[src/rtl/fft_bram_port_arbiter.sv]
// Shares the single sample BRAM port between the stream load/unload engine (R0) and the
// butterfly engine (R1): round-robin grants, RMW locking, registered access, tagged read return.
module fft_bram_port_arbiter #(
    parameter int ADDR_W = 14,
    parameter int DATA_W = 32,
    parameter int RD_LAT = 1
) (
    input  logic              i_clk,
    input  logic              i_rst,
    input  logic              i_r0_req,
    input  logic              i_r0_we,
    input  logic              i_r0_lock,
    input  logic [ADDR_W-1:0] i_r0_addr,
    input  logic [DATA_W-1:0] i_r0_din,
    output logic              o_r0_gnt,
    output logic              o_r0_rvalid,
    output logic [DATA_W-1:0] o_r0_rdata,
    input  logic              i_r1_req,
    input  logic              i_r1_we,
    input  logic              i_r1_lock,
    input  logic [ADDR_W-1:0] i_r1_addr,
    input  logic [DATA_W-1:0] i_r1_din,
    output logic              o_r1_gnt,
    output logic              o_r1_rvalid,
    output logic [DATA_W-1:0] o_r1_rdata,
    output logic              o_bram_we,
    output logic [ADDR_W-1:0] o_bram_addr,
    output logic [DATA_W-1:0] o_bram_din,
    input  logic [DATA_W-1:0] i_bram_dout,
    output logic [15:0]       o_stat_conflicts
);
    typedef enum logic [1:0] {LOCK_NONE, LOCK_R0, LOCK_R1} lock_t;

    // One tag stage per cycle between grant and read data: the register stage plus the BRAM latency.
    localparam int TAG_DEPTH = RD_LAT + 1;

    lock_t               r_lockOwn;
    lock_t               w_lockNext;
    logic                r_lastGnt;
    logic                r_bramWe;
    logic [ADDR_W-1:0]   r_bramAddr;
    logic [DATA_W-1:0]   r_bramDin;
    logic [TAG_DEPTH-1:0] r_tagValid;
    logic [TAG_DEPTH-1:0] r_tagId;
    logic [15:0]         r_stat;

    logic                w_gnt0;
    logic                w_gnt1;
    logic                w_xfer;
    logic                w_we;
    logic [ADDR_W-1:0]   w_addr;
    logic [DATA_W-1:0]   w_din;
    logic                w_conflict;

    always_ff @(posedge i_clk) begin
        if (i_rst) begin
            r_lockOwn <= LOCK_NONE;
        end else begin
            r_lockOwn <= w_lockNext;
        end
    end

    // Only the requester that actually transfers can move the lock; an idle owner keeps it.
    always_comb begin
        w_lockNext = r_lockOwn;
        if (w_gnt0) begin
            w_lockNext = i_r0_lock ? LOCK_R0 : LOCK_NONE;
        end else if (w_gnt1) begin
            w_lockNext = i_r1_lock ? LOCK_R1 : LOCK_NONE;
        end
    end

    always_comb begin
        w_gnt0 = 1'b0;
        w_gnt1 = 1'b0;
        case (r_lockOwn)
            LOCK_R0: w_gnt0 = i_r0_req;
            LOCK_R1: w_gnt1 = i_r1_req;
            default: begin
                if (i_r0_req && i_r1_req) begin
                    w_gnt0 = r_lastGnt;
                    w_gnt1 = ~r_lastGnt;
                end else begin
                    w_gnt0 = i_r0_req;
                    w_gnt1 = i_r1_req;
                end
            end
        endcase
    end

    assign w_xfer     = w_gnt0 | w_gnt1;
    assign w_we       = w_gnt1 ? i_r1_we   : i_r0_we;
    assign w_addr     = w_gnt1 ? i_r1_addr : i_r0_addr;
    assign w_din      = w_gnt1 ? i_r1_din  : i_r0_din;
    assign w_conflict = (i_r0_req & ~w_gnt0) | (i_r1_req & ~w_gnt1);

    always_ff @(posedge i_clk) begin
        if (i_rst) begin
            r_lastGnt  <= 1'b1;
            r_bramWe   <= 1'b0;
            r_bramAddr <= '0;
            r_bramDin  <= '0;
            r_tagValid <= '0;
            r_tagId    <= '0;
            r_stat     <= '0;
        end else begin
            r_bramWe   <= w_xfer & w_we;
            r_tagValid <= {r_tagValid[TAG_DEPTH-2:0], w_xfer & ~w_we};
            r_tagId    <= {r_tagId[TAG_DEPTH-2:0], w_gnt1};
            if (w_xfer) begin
                r_lastGnt  <= w_gnt1;
                r_bramAddr <= w_addr;
                r_bramDin  <= w_din;
            end
            if (w_conflict && (r_stat != 16'hFFFF)) begin
                r_stat <= r_stat + 16'd1;
            end
        end
    end

    assign o_r0_gnt         = w_gnt0;
    assign o_r1_gnt         = w_gnt1;
    assign o_r0_rvalid      = r_tagValid[RD_LAT] & ~r_tagId[RD_LAT];
    assign o_r1_rvalid      = r_tagValid[RD_LAT] & r_tagId[RD_LAT];
    assign o_r0_rdata       = i_bram_dout;
    assign o_r1_rdata       = i_bram_dout;
    assign o_bram_we        = r_bramWe;
    assign o_bram_addr      = r_bramAddr;
    assign o_bram_din       = r_bramDin;
    assign o_stat_conflicts = r_stat;
endmodule

[config.mk]
export PLATFORM = sky130hd
export DESIGN_NAME = fft_bram_port_arbiter
export DESIGN_NICKNAME = d
export VERILOG_FILES = /design/src/rtl/fft_bram_port_arbiter.sv
export SDC_FILE = /design/constraint.sdc
export NUM_CORES = 1
export LEC_CHECK = 0
export ABC_AREA = 1
export BUFFER_PORTS_ARGS = -buffer_cell sky130_fd_sc_hd__buf_2
export CAP_MARGIN = 10
export CORE_ASPECT_RATIO = 0.6
export CORE_UTILIZATION = 38
export DETAILED_ROUTE_END_ITERATION = 8
export HOLD_SLACK_MARGIN = 0.12
export PLACE_DENSITY_LB_ADDON = 0.1
export REMOVE_ABC_BUFFERS = 1
export SYNTH_ARGS = -nofsm -noshare
export SYNTH_HDL_FRONTEND = slang
export SYNTH_SLANG_ARGS = --single-unit
[constraint.sdc]
create_clock -name i_clk -period 1.7 [get_ports i_clk]
set_input_delay 0.34 -clock i_clk [delete_from_list [all_inputs] [get_ports i_clk]]
set_output_delay 0.34 -clock i_clk [all_outputs]
set_load 0.05 [all_outputs]
# Word level (Yosys, flattened, before mapping)
# Cells that the tools add are included.
[totals]
reg_bits = 70
out_inout_bits = 131
[classes]
n_addsub = 1
n_eq_ne = 3
mux = 11
bitwise_logic = 13
reduce_logical = 3
[op_table]
columns = ["op", "count"]
rows = [
  ["$mux 32", 1],
  ["$add 16x1->16 const B", 1],
  ["$ne 16x16->1 const B", 1],
  ["$mux 14", 1],
  ["$and 1x1->1", 6],
  ["$mux 2", 3],
  ["$not 1->1", 5],
  ["$mux 1", 4],
  ["$pmux 1 s2", 2],
  ["$eq 2x1->1 const B", 1],
  ["$eq 2x2->1 const B", 1],
  ["$logic_and 1x1->1", 2],
  ["$or 1x1->1", 2],
  ["$reduce_bool 2->1", 1],
]

# Depth between registers and ports, before layout
# Gate-level depths: netlist (run 1).
[logic_depth]
word_depth = 7
depth_mapped = 12
depth_no_buf = 11

# Worst setup path after synthesis (run 1)
# Ideal clock, no wire load.
[synth_timing]
path_type = "reg-to-reg"
start = "reg r_stat[1] (netlist: o_stat_conflicts[1])"
end = "reg r_stat[11] (netlist: o_stat_conflicts[11])"
setup_ps = 128
arrival_ps = 1709
setup_slack_ps = -136
stages_incl_launch_ff = 12
n_path_buf = 1
period_less_slack_ps = 1836
path_cell_list = "dfxtp_1 > ha_1 > nand2_1 > nor2_2 > nand2_2 > clkinv_2 > nand2_4 > buf_6 > nand3_1 > nand2_1 > nand2_1 > nor2_1"
[synth_via]
elab_chain_cells = 2
elab_cells_between_ends = 3
classes_between = "add/sub: 1; eq/ne: 1; reduce/logical: 1"
[synth_rtl]
columns = ["item", "line", "source"]
rows = [
  ["start: declaration", "45", "logic [15:0] r_stat;"],
  ["start signal: assignment", "116", "r_stat <= r_stat + 16'd1;"],
  ["parallel branches: the longest is 2 deep, another holds $add 16x1->16", "--", ""],
]
# Parallel ways; which one is timed is not known.
# A chain may end at the register's enable or synchronous reset.

# Worst setup path after layout (run 1)
[layout_timing]
start = "reg r_lockOwn[0]"
end = "out o_r0_gnt"
[layout_via]
elab_chain_cells = 2
elab_cells_between_ends = 3
classes_between = "eq/ne: 2; mux: 1"
[layout_rtl]
columns = ["item", "line", "source"]
rows = [
  ["start: declaration", "37", "lock_t r_lockOwn;"],
  ["start signal: assignment", "59", "r_lockOwn <= w_lockNext;"],
  ["$eq 2x2->1 or $eq 2x1->1 (tied branches)", "76", "case (r_lockOwn)"],
  ["$pmux 1 s2 (*)", "76", ""],
  ["end: declaration", "15", "output logic o_r0_gnt,"],
]
# Mark *: on every way between the ends. The rest lies on a longest branch, timed or not.

==> results of run 1 <==
[cell families (layout without fill, tap and decap cells)]
group                    after synthesis  count (layout)  synth area share
AND/OR/NAND/NOR                      175             175             0.188
AO/OA/AOI/OAI                        158             158             0.204
buffers and inverters                168             308             0.238
XOR/XNOR                               4               4           0.00883
adder cells (fa/ha/maj)                3               3           0.00946
flip-flops                            70              70             0.353
[cells in the mapped netlist]
cell                         n  area share
sky130_fd_sc_hd__buf_6       9       0.026
sky130_fd_sc_hd__a21oi_1    55       0.069
sky130_fd_sc_hd__nor2_1     32       0.030
sky130_fd_sc_hd__nor3_1      1      0.0013
sky130_fd_sc_hd__o211ai_1    1      0.0019
sky130_fd_sc_hd__a21oi_2     4      0.0088
sky130_fd_sc_hd__nand3_1    17       0.021
sky130_fd_sc_hd__xnor2_1     1      0.0022
sky130_fd_sc_hd__nand2_4     2      0.0057
sky130_fd_sc_hd__nand2_2     4      0.0063
sky130_fd_sc_hd__nor2_2      2      0.0032
sky130_fd_sc_hd__nand3_4     1      0.0044
sky130_fd_sc_hd__nand4_1     6      0.0095
sky130_fd_sc_hd__xor2_1      3      0.0066
sky130_fd_sc_hd__clkbuf_1   18       0.017
sky130_fd_sc_hd__inv_2       1     0.00094
sky130_fd_sc_hd__o21ai_0    84        0.11
sky130_fd_sc_hd__buf_2       3      0.0038
sky130_fd_sc_hd__buf_4      64        0.12
sky130_fd_sc_hd__o21ai_1    14       0.018
sky130_fd_sc_hd__or2_0       1      0.0016
sky130_fd_sc_hd__inv_1      72       0.068
sky130_fd_sc_hd__dfxtp_1    70        0.35
sky130_fd_sc_hd__clkinv_2    1      0.0013
sky130_fd_sc_hd__nand3b_1    1      0.0019
sky130_fd_sc_hd__nand2_1   108        0.10
sky130_fd_sc_hd__ha_1        3      0.0095
[cell type report]
type | count | area (µm²) | area share
Clock buffer | 11 | 233 | 0.0433
Clock inverter | 5 | 50.0 | 0.00931
Inverter | 74 | 287 | 0.0533
Multi-Input combinational cell | 340 | 1760 | 0.328
Sequential cell | 70 | 1400 | 0.261
Tap cell | 135 | 169 | 0.0314
Timing Repair Buffer | 218 | 1470 | 0.274
[flip-flops by register name (all words and copies together), names as in the netlist]
name and count:
o_bram_addr 14, o_bram_din 32, o_bram_we 1, o_stat_conflicts 16, r_lastGnt 1, r_lockOwn 2, r_tagId 2, r_tagValid 2
[report_power, final]
group | switching [µW] | internal (µW)
registers | 99.5 | 1820
clock network | 700 | 1130
logic | 1390 | 796
total | 2190 | 3750
[worst paths after layout]
kind	endpoint	slack (ns)	depth (start not counted)
worst min register to register	r_tagId[1]$_SDFF_PP0_	0.40	2
worst max register to register	o_stat_conflicts[9]$_SDFFE_PP0P_	-0.09	13
worst max-delay path	o_r0_gnt	-0.14	8
worst min-delay path	r_lockOwn[0]$_SDFFE_PP0P_	0.27	3
[metrics by stage]
stage	setup WS [ns]	std cells
floorplan	-0.485	484
global placement	-0.0428	816
detailed placement	-0.0676	816
CTS	-0.137	842
global route	-0.206	853
finish	-0.136	853
[metal layers]
metal | wire length (µm) | track usage
met1 | 6960 | 0.323
met2 | 5800 | 0.346
met3 | 2560 | 0.207
met4 | 205 | 0.0659
met5 | 182 | 0.139
[repair_timing]
item | 4_1_cts | 5_1_grt
gates cloned | 0 | 8
setup buffers | 12 | 3
gates resized for setup | 32 | 82
pin swaps | 10 | 20
setup endpoints to repair | 61 | 66
[critical path, stage by stage, from the launching register on]
cell                      delay [ns]
sky130_fd_sc_hd__dfxtp_2        0.34
sky130_fd_sc_hd__inv_2          0.05
sky130_fd_sc_hd__ha_4           0.28
sky130_fd_sc_hd__nand2_2        0.05
sky130_fd_sc_hd__nand2_2        0.07
sky130_fd_sc_hd__nand2_2        0.07
sky130_fd_sc_hd__buf_6          0.12
sky130_fd_sc_hd__inv_4          0.05
sky130_fd_sc_hd__buf_8          0.14
==> parameters.txt, run 1 <==
Parameter                              Value

Hold path
  Worst hold path class ... input port to flip-flop
  Launch point of the worst hold path ... i_r0_lock

Clock tree
  Root Buffer Master ... sky130_fd_sc_hd__clkbuf_16
  Clock latency on the worst-skew pair ... 0.33 ns
  Clock sinks ... 70
  H-tree level count ... 3
  Hold Buf Count CTS ... 0
  CTS clock-pin slew for the worst setup and hold paths ... 0.05 ns
  Clock tree from TritonCTS ... done
  Number of CTS-inserted buffers ... 9
  Number of buffers on the longest clock path ... 2

Routing
  Starting DRC count in detailed routing ... 219
  Length of the first detailed-routing pass in iterations ... 5
  Via/cell ratio ... 4.91
  Total via count in the routed design ... 4190
  Post-detailed-route count of antenna-violating nets ... 0
  Remaining routing DRC violations ... 0
  Per-cell routed wire length ... 18.4 µm
  Wirelength, routed ... 15.7 mm

Synth
  Post-Synthesis Mean Instance Area ... 6.87 µm²
  Post-Syn Area ... 3970 µm²
  Number of distinct library cells after synthesis ... 27
  Number of synthesized register bits ... 70
  Instance count of the mapped netlist ... 578
  Register area share after synthesis ... 0.353
  Syn. warnings ... 0

Layout
  Number of diodes ... 0
  Final std cell area, no fill ... 5370 µm²
  Leading cell type in the layout, fill and taps excluded ... sky130_fd_sc_hd__buf_2
  Share of post-route cells with drive strength above 1 ... 0.389
  Net count of the finished layout ... 848
  Commonest cells after routing, fill and taps aside ... sky130_fd_sc_hd__buf_2 (164), sky130_fd_sc_hd__nand2_1 (99), sky130_fd_sc_hd__inv_1 (68), sky130_fd_sc_hd__dfxtp_1 (68)
  Number of filler instances in the final layout ... 1007
  Fin util ... 0.536
  Layout-stage area growth over the synthesis result ... 35.4%

Setup path
  Kind of capture point of the worst setup path ... output port
  Required time reported for the critical path endpoint ... 1.36 ns
  Worst setup path start ... r_lockOwn[0]$_SDFFE_PP0P_
  Maximum fanout count along the critical path ... 4
  Arrival time worst endpoint ... 1.50 ns
  Type of element launching the critical path ... flip-flop
  Class of the most critical setup path ... flip-flop to output port
  R2r startpoint ... r_lockOwn[0]$_SDFFE_PP0P_

Pwr
  Total power of the final layout ... 5940 µW
  Peak supply drop ... 0.635 mV
  Leakage dissipation ... 0.00263 µW
  Power density relative to cell area ... 1100 nW/µm²

STA
  Worst-case clock skew ... 0.00298 ns
  Worst Slack Setup Final ... -0.136 ns
  Part of the cycle the worst path needs ... 1.08
  Count of final hold-check violations ... 0
  Crit path time final ... 1.84 ns
  FMAX ... 545 MHz
  Hold_ws ... 0.274 ns
  Number of pins with negative max-slew slack in the final report ... 0
  Number of failing setup endpoints in the final timing report ... 44
  Max transition margin ... 0.691
  Setup repair after global routing missed its margin ... true
  Final setup TNS ... -1.59 ns
  Measured slew at the worst slew-check pin ... 0.464 ns

GRT
  Number of antenna violations at the first check in global routing ... 0
  Via count of the first global-routing pass ... 3625
  Wire length of the first global-routing pass ... 21.0 mm
  Largest net degree at the start of global routing ... 67
  Gr usage total ... 0.267
  Congestion Overflow GR ... 0

Placed design
  Instance area after placement ... 4590 µm²
  IO buf count ... 166
  RePlAce Congestion ... 0.852
  Final HPWL from detailed placement ... 11.0 mm

Job
  # Max-Cap Violations ... 0

Die
  Width of the chip ... 134 µm
  Area inside the core boundary ... 10000 µm²
  DIE HEIGHT ... 81.2 µm
  # IOs ... 263
  Number of cell rows ... 28
  Starting density of the core ... 0.396
  Area of the die ... 10900 µm²

Status
  Outcome ... finished, violations left
  Violated checks ... setup timing
(Power assumes the default switching activity.)
==> inputs of run 2 (changes only) <==
--- a/config.mk
+++ b/config.mk
@@ -9,7 +9,7 @@
 export BUFFER_PORTS_ARGS = -buffer_cell sky130_fd_sc_hd__buf_2
 export CAP_MARGIN = 10
 export CORE_ASPECT_RATIO = 0.6
-export CORE_UTILIZATION = 38
+export CORE_UTILIZATION = 43
 export DETAILED_ROUTE_END_ITERATION = 8
 export HOLD_SLACK_MARGIN = 0.12
 export PLACE_DENSITY_LB_ADDON = 0.1
==> constraint.sdc (replaced) <==
create_clock -name i_clk -period 2.1 [get_ports i_clk]
set_input_delay 0.42 -clock i_clk [delete_from_list [all_inputs] [get_ports i_clk]]
set_output_delay 0.42 -clock i_clk [all_outputs]
set_load 0.05 [all_outputs]
==> parameters.txt, run 2 (synthesis gave the netlist of run 1 again) <==
Parameter                              Value

Die
  # IOs ... 263 (unchanged)
  DIE HEIGHT ... 76.4 µm (-5.8%)
  Area inside the core boundary ... 8720 µm² (-13%)
  Width of the chip ... 126 µm (-5.9%)
  Number of cell rows ... 26 (-7.1%)
  Area of the die ... 9630 µm² (-11%)
  Starting density of the core ... 0.455 (+0.0591)

Pwr
  Net switching power ... 1600 µW (-27%)
  Sequential Power Share ... 0.363 (+0.039)
  Pint ... 2680 µW (-28%)
  Power density relative to cell area ... 911 nW/µm² (-18%)
  Leakage dissipation ... 0.00232 µW (-12%)
  Combinational power share ... 0.316 (-0.052)
  Clock power frac ... 0.321 (+0.013)
  Total power of the final layout ... 4290 µW (-28%)
  Peak supply drop ... 0.496 mV (-22%)
  Net switching share of the total power ... 0.374 (+0.00488)

STA
  Max transition margin ... 0.730 (+0.0397)
  Crit path time final ... 2.00 ns
  Worst-case clock skew ... 0.00426 ns (+0.00129 ns)
  Count of final hold-check violations ... 0 (unchanged)
  Number of failing setup endpoints in the final timing report ... 0 (-100%)
  Measured slew at the worst slew-check pin ... 0.405 ns (-0.0596 ns)
  Number of pins with negative max-slew slack in the final report ... 0 (unchanged)
  Hold_ws ... 0.344 ns (+0.0699 ns)
  Setup repair after global routing missed its margin ... false
  FMAX ... 499 MHz
  Part of the cycle the worst path needs ... 0.953

Layout
  Number of flip-flops in the largest register ... 32 (unchanged)
  Area taken by multi-input logic gates ... 1640 µm² (-6.8%)
  Share of post-route cells with drive strength above 1 ... 0.315 (-0.0739)
  Leading cell type in the layout, fill and taps excluded ... sky130_fd_sc_hd__buf_2
  Commonest cells after routing, fill and taps aside ... sky130_fd_sc_hd__buf_2 (164), sky130_fd_sc_hd__nand2_1 (107), sky130_fd_sc_hd__o21ai_0 (84)
  Net count of the finished layout ... 810 (-4.5%)
  Number of diodes ... 0 (unchanged)
  Register cell area after layout ... 1400 µm² (about the same)
  Layout-stage area growth over the synthesis result ... 18.6%
  Number of filler instances in the final layout ... 844 (-16%)

Setup path
  Maximum fanout count along the critical path ... 10 (+6)
  Arrival time worst endpoint ... 1.58 ns (+0.08 ns)
  Kind of capture point of the worst setup path ... output port
  Maximum cell stage delay along the critical path ... 0.34 ns (about the same)
  Type of element launching the critical path ... flip-flop
  Class of the most critical setup path ... flip-flop to output port
  Library cell contributing the largest single delay on the critical path ... sky130_fd_sc_hd__dfxtp_2
  Critical path cell sequence ... inv_1 -> ha_4 -> nand2_1 -> nand2_2 -> nand2_2 -> buf_6 -> inv_2 -> buf_6
  Required time reported for the critical path endpoint ... 1.68 ns (+0.32 ns)

Hold path
  Worst hold path class ... input port to flip-flop

Clock tree
  Clock latency on the worst-skew pair ... 0.33 ns (about the same)
  Number of CTS-inserted buffers ... 9 (unchanged)
  H-tree level count ... 3 (unchanged)
  Hold Buf Count CTS ... 0 (unchanged)
  Clock tree from TritonCTS ... done
  Root Buffer Master ... sky130_fd_sc_hd__clkbuf_16
  Number of buffers on the longest clock path ... 2 (unchanged)
  Clock sinks ... 70 (unchanged)
  CTS clock-pin slew for the worst setup and hold paths ... 0.05 ns (about the same)

Routing
  Via/cell ratio ... 5.03 (+2.5%)
  Total via count in the routed design ... 3987 (-4.8%)
  Per-cell routed wire length ... 18.1 µm (-1.6%)
  Post-detailed-route count of antenna-violating nets ... 0 (unchanged)
  Wirelength, routed ... 14.4 mm (-8.7%)
  Starting DRC count in detailed routing ... 257 (+17%)
  Length of the first detailed-routing pass in iterations ... 6 (+1)
  Remaining routing DRC violations ... 0 (unchanged)

Job
  # Max-Cap Violations ... 0 (unchanged)

GRT
  Congestion Overflow GR ... 0 (unchanged)
  Via count of the first global-routing pass ... 3674 (+1.4%)
  Gr usage total ... 0.302 (+0.0354)
  Wire length of the first global-routing pass ... 21.3 mm (+1.6%)
  Number of antenna violations at the first check in global routing ... 0 (unchanged)
  Largest net degree at the start of global routing ... 51 (-24%)

Placed design
  Final HPWL from detailed placement ... 11.2 mm (+2.1%)
  RePlAce Congestion ... 0.890 (+4.4%)
  IO buf count ... 166 (unchanged)

Status
  Outcome ... finished clean
[run 2: cell count changes in the layout (fill, tap and decap cells not counted), moves of 3 or more]
cell / change
sky130_fd_sc_hd__buf_4: -17
sky130_fd_sc_hd__buf_6: -7
sky130_fd_sc_hd__buf_8: -6
sky130_fd_sc_hd__clkbuf_16: -6
sky130_fd_sc_hd__inv_4: -3
sky130_fd_sc_hd__nand2_1: +8
sky130_fd_sc_hd__nand2_2: -5
sky130_fd_sc_hd__o21ai_0: +50
sky130_fd_sc_hd__o21ai_1: -39
sky130_fd_sc_hd__o21ai_2: -11
[run 2: area by class of cell]
class / instances / area share
multi-input cells: 340 / 0.348
clock inverters: 4 / 0.00478
inverters: 74 / 0.0593
repair buffers: 180 / 0.208
clock buffers: 12 / 0.0524
well taps: 112 / 0.0298
flip-flops and latches: 70 / 0.298
[run 2: power groups by stage]
stage,clock network [µW],logic [µW],registers (µW)
after floorplan,0,417,2040
after global placement,0,1300,1570
after detailed placement,0,1310,1580
after CTS,1420,1330,1550
after global routing,1480,1460,1570
final,1380,1360,1560
[run 2: worst paths after layout]
path / startpoint / end / slack (ns) / depth (start not counted)
worst max register to register: r_lockOwn[0]$_SDFFE_PP0P_ / o_stat_conflicts[0]$_SDFFE_PP0P_ / 0.27 / 9
worst max-delay path: r_lockOwn[0]$_SDFFE_PP0P_ / o_r0_gnt / 0.1 / 8
worst min register to register: r_tagValid[0]$_SDFF_PP0_ / r_tagValid[1]$_SDFF_PP0_ / 0.42 / 2
worst min-delay path: i_r0_lock / r_lockOwn[0]$_SDFFE_PP0P_ / 0.34 / 3
[run 2: critical path, delay by kind of cell (launching register included)]
kind	cells	cell delay, ns
adder cells (fa/ha/maj)	1	0.27
buffers and inverters	4	0.42
AND/OR/NAND/NOR	3	0.22
flip-flops	1	0.34
[run 2: routing by layer]
metal,share of wire,vias up,GRT usage,wire [µm]
li1,-,1969,-,-
met1,0.41,1748,0.338,5940
met2,0.41,258,0.434,5880
met3,0.17,12,0.241,2410
met4,0.0086,0,0.0735,124
met5,0,-,0.0749,0
[run 2: what timing repair did]
action	4_1_cts	5_1_grt
pin swaps	0	0
endpoints found under the setup margin	2	2
setup buffers	0	5
gates resized for setup	5	5
hold endpoints to repair	0	0
[run 2: stage by stage]
step	cells	setup WS (ns)	instance area (µm²)	utilization	setup TNS, ns
6_report	792	0.0978	4710	0.540	0
5_1_grt	792	0.00233	4710	0.540	0
4_1_cts	787	0.0274	4660	0.535	0
3_5_place_dp	771	0.161	4370	0.501	0
3_3_place_gp	771	0.257	4370	0.501	0
2_1_floorplan	484	-0.114	3310	-	-1.58
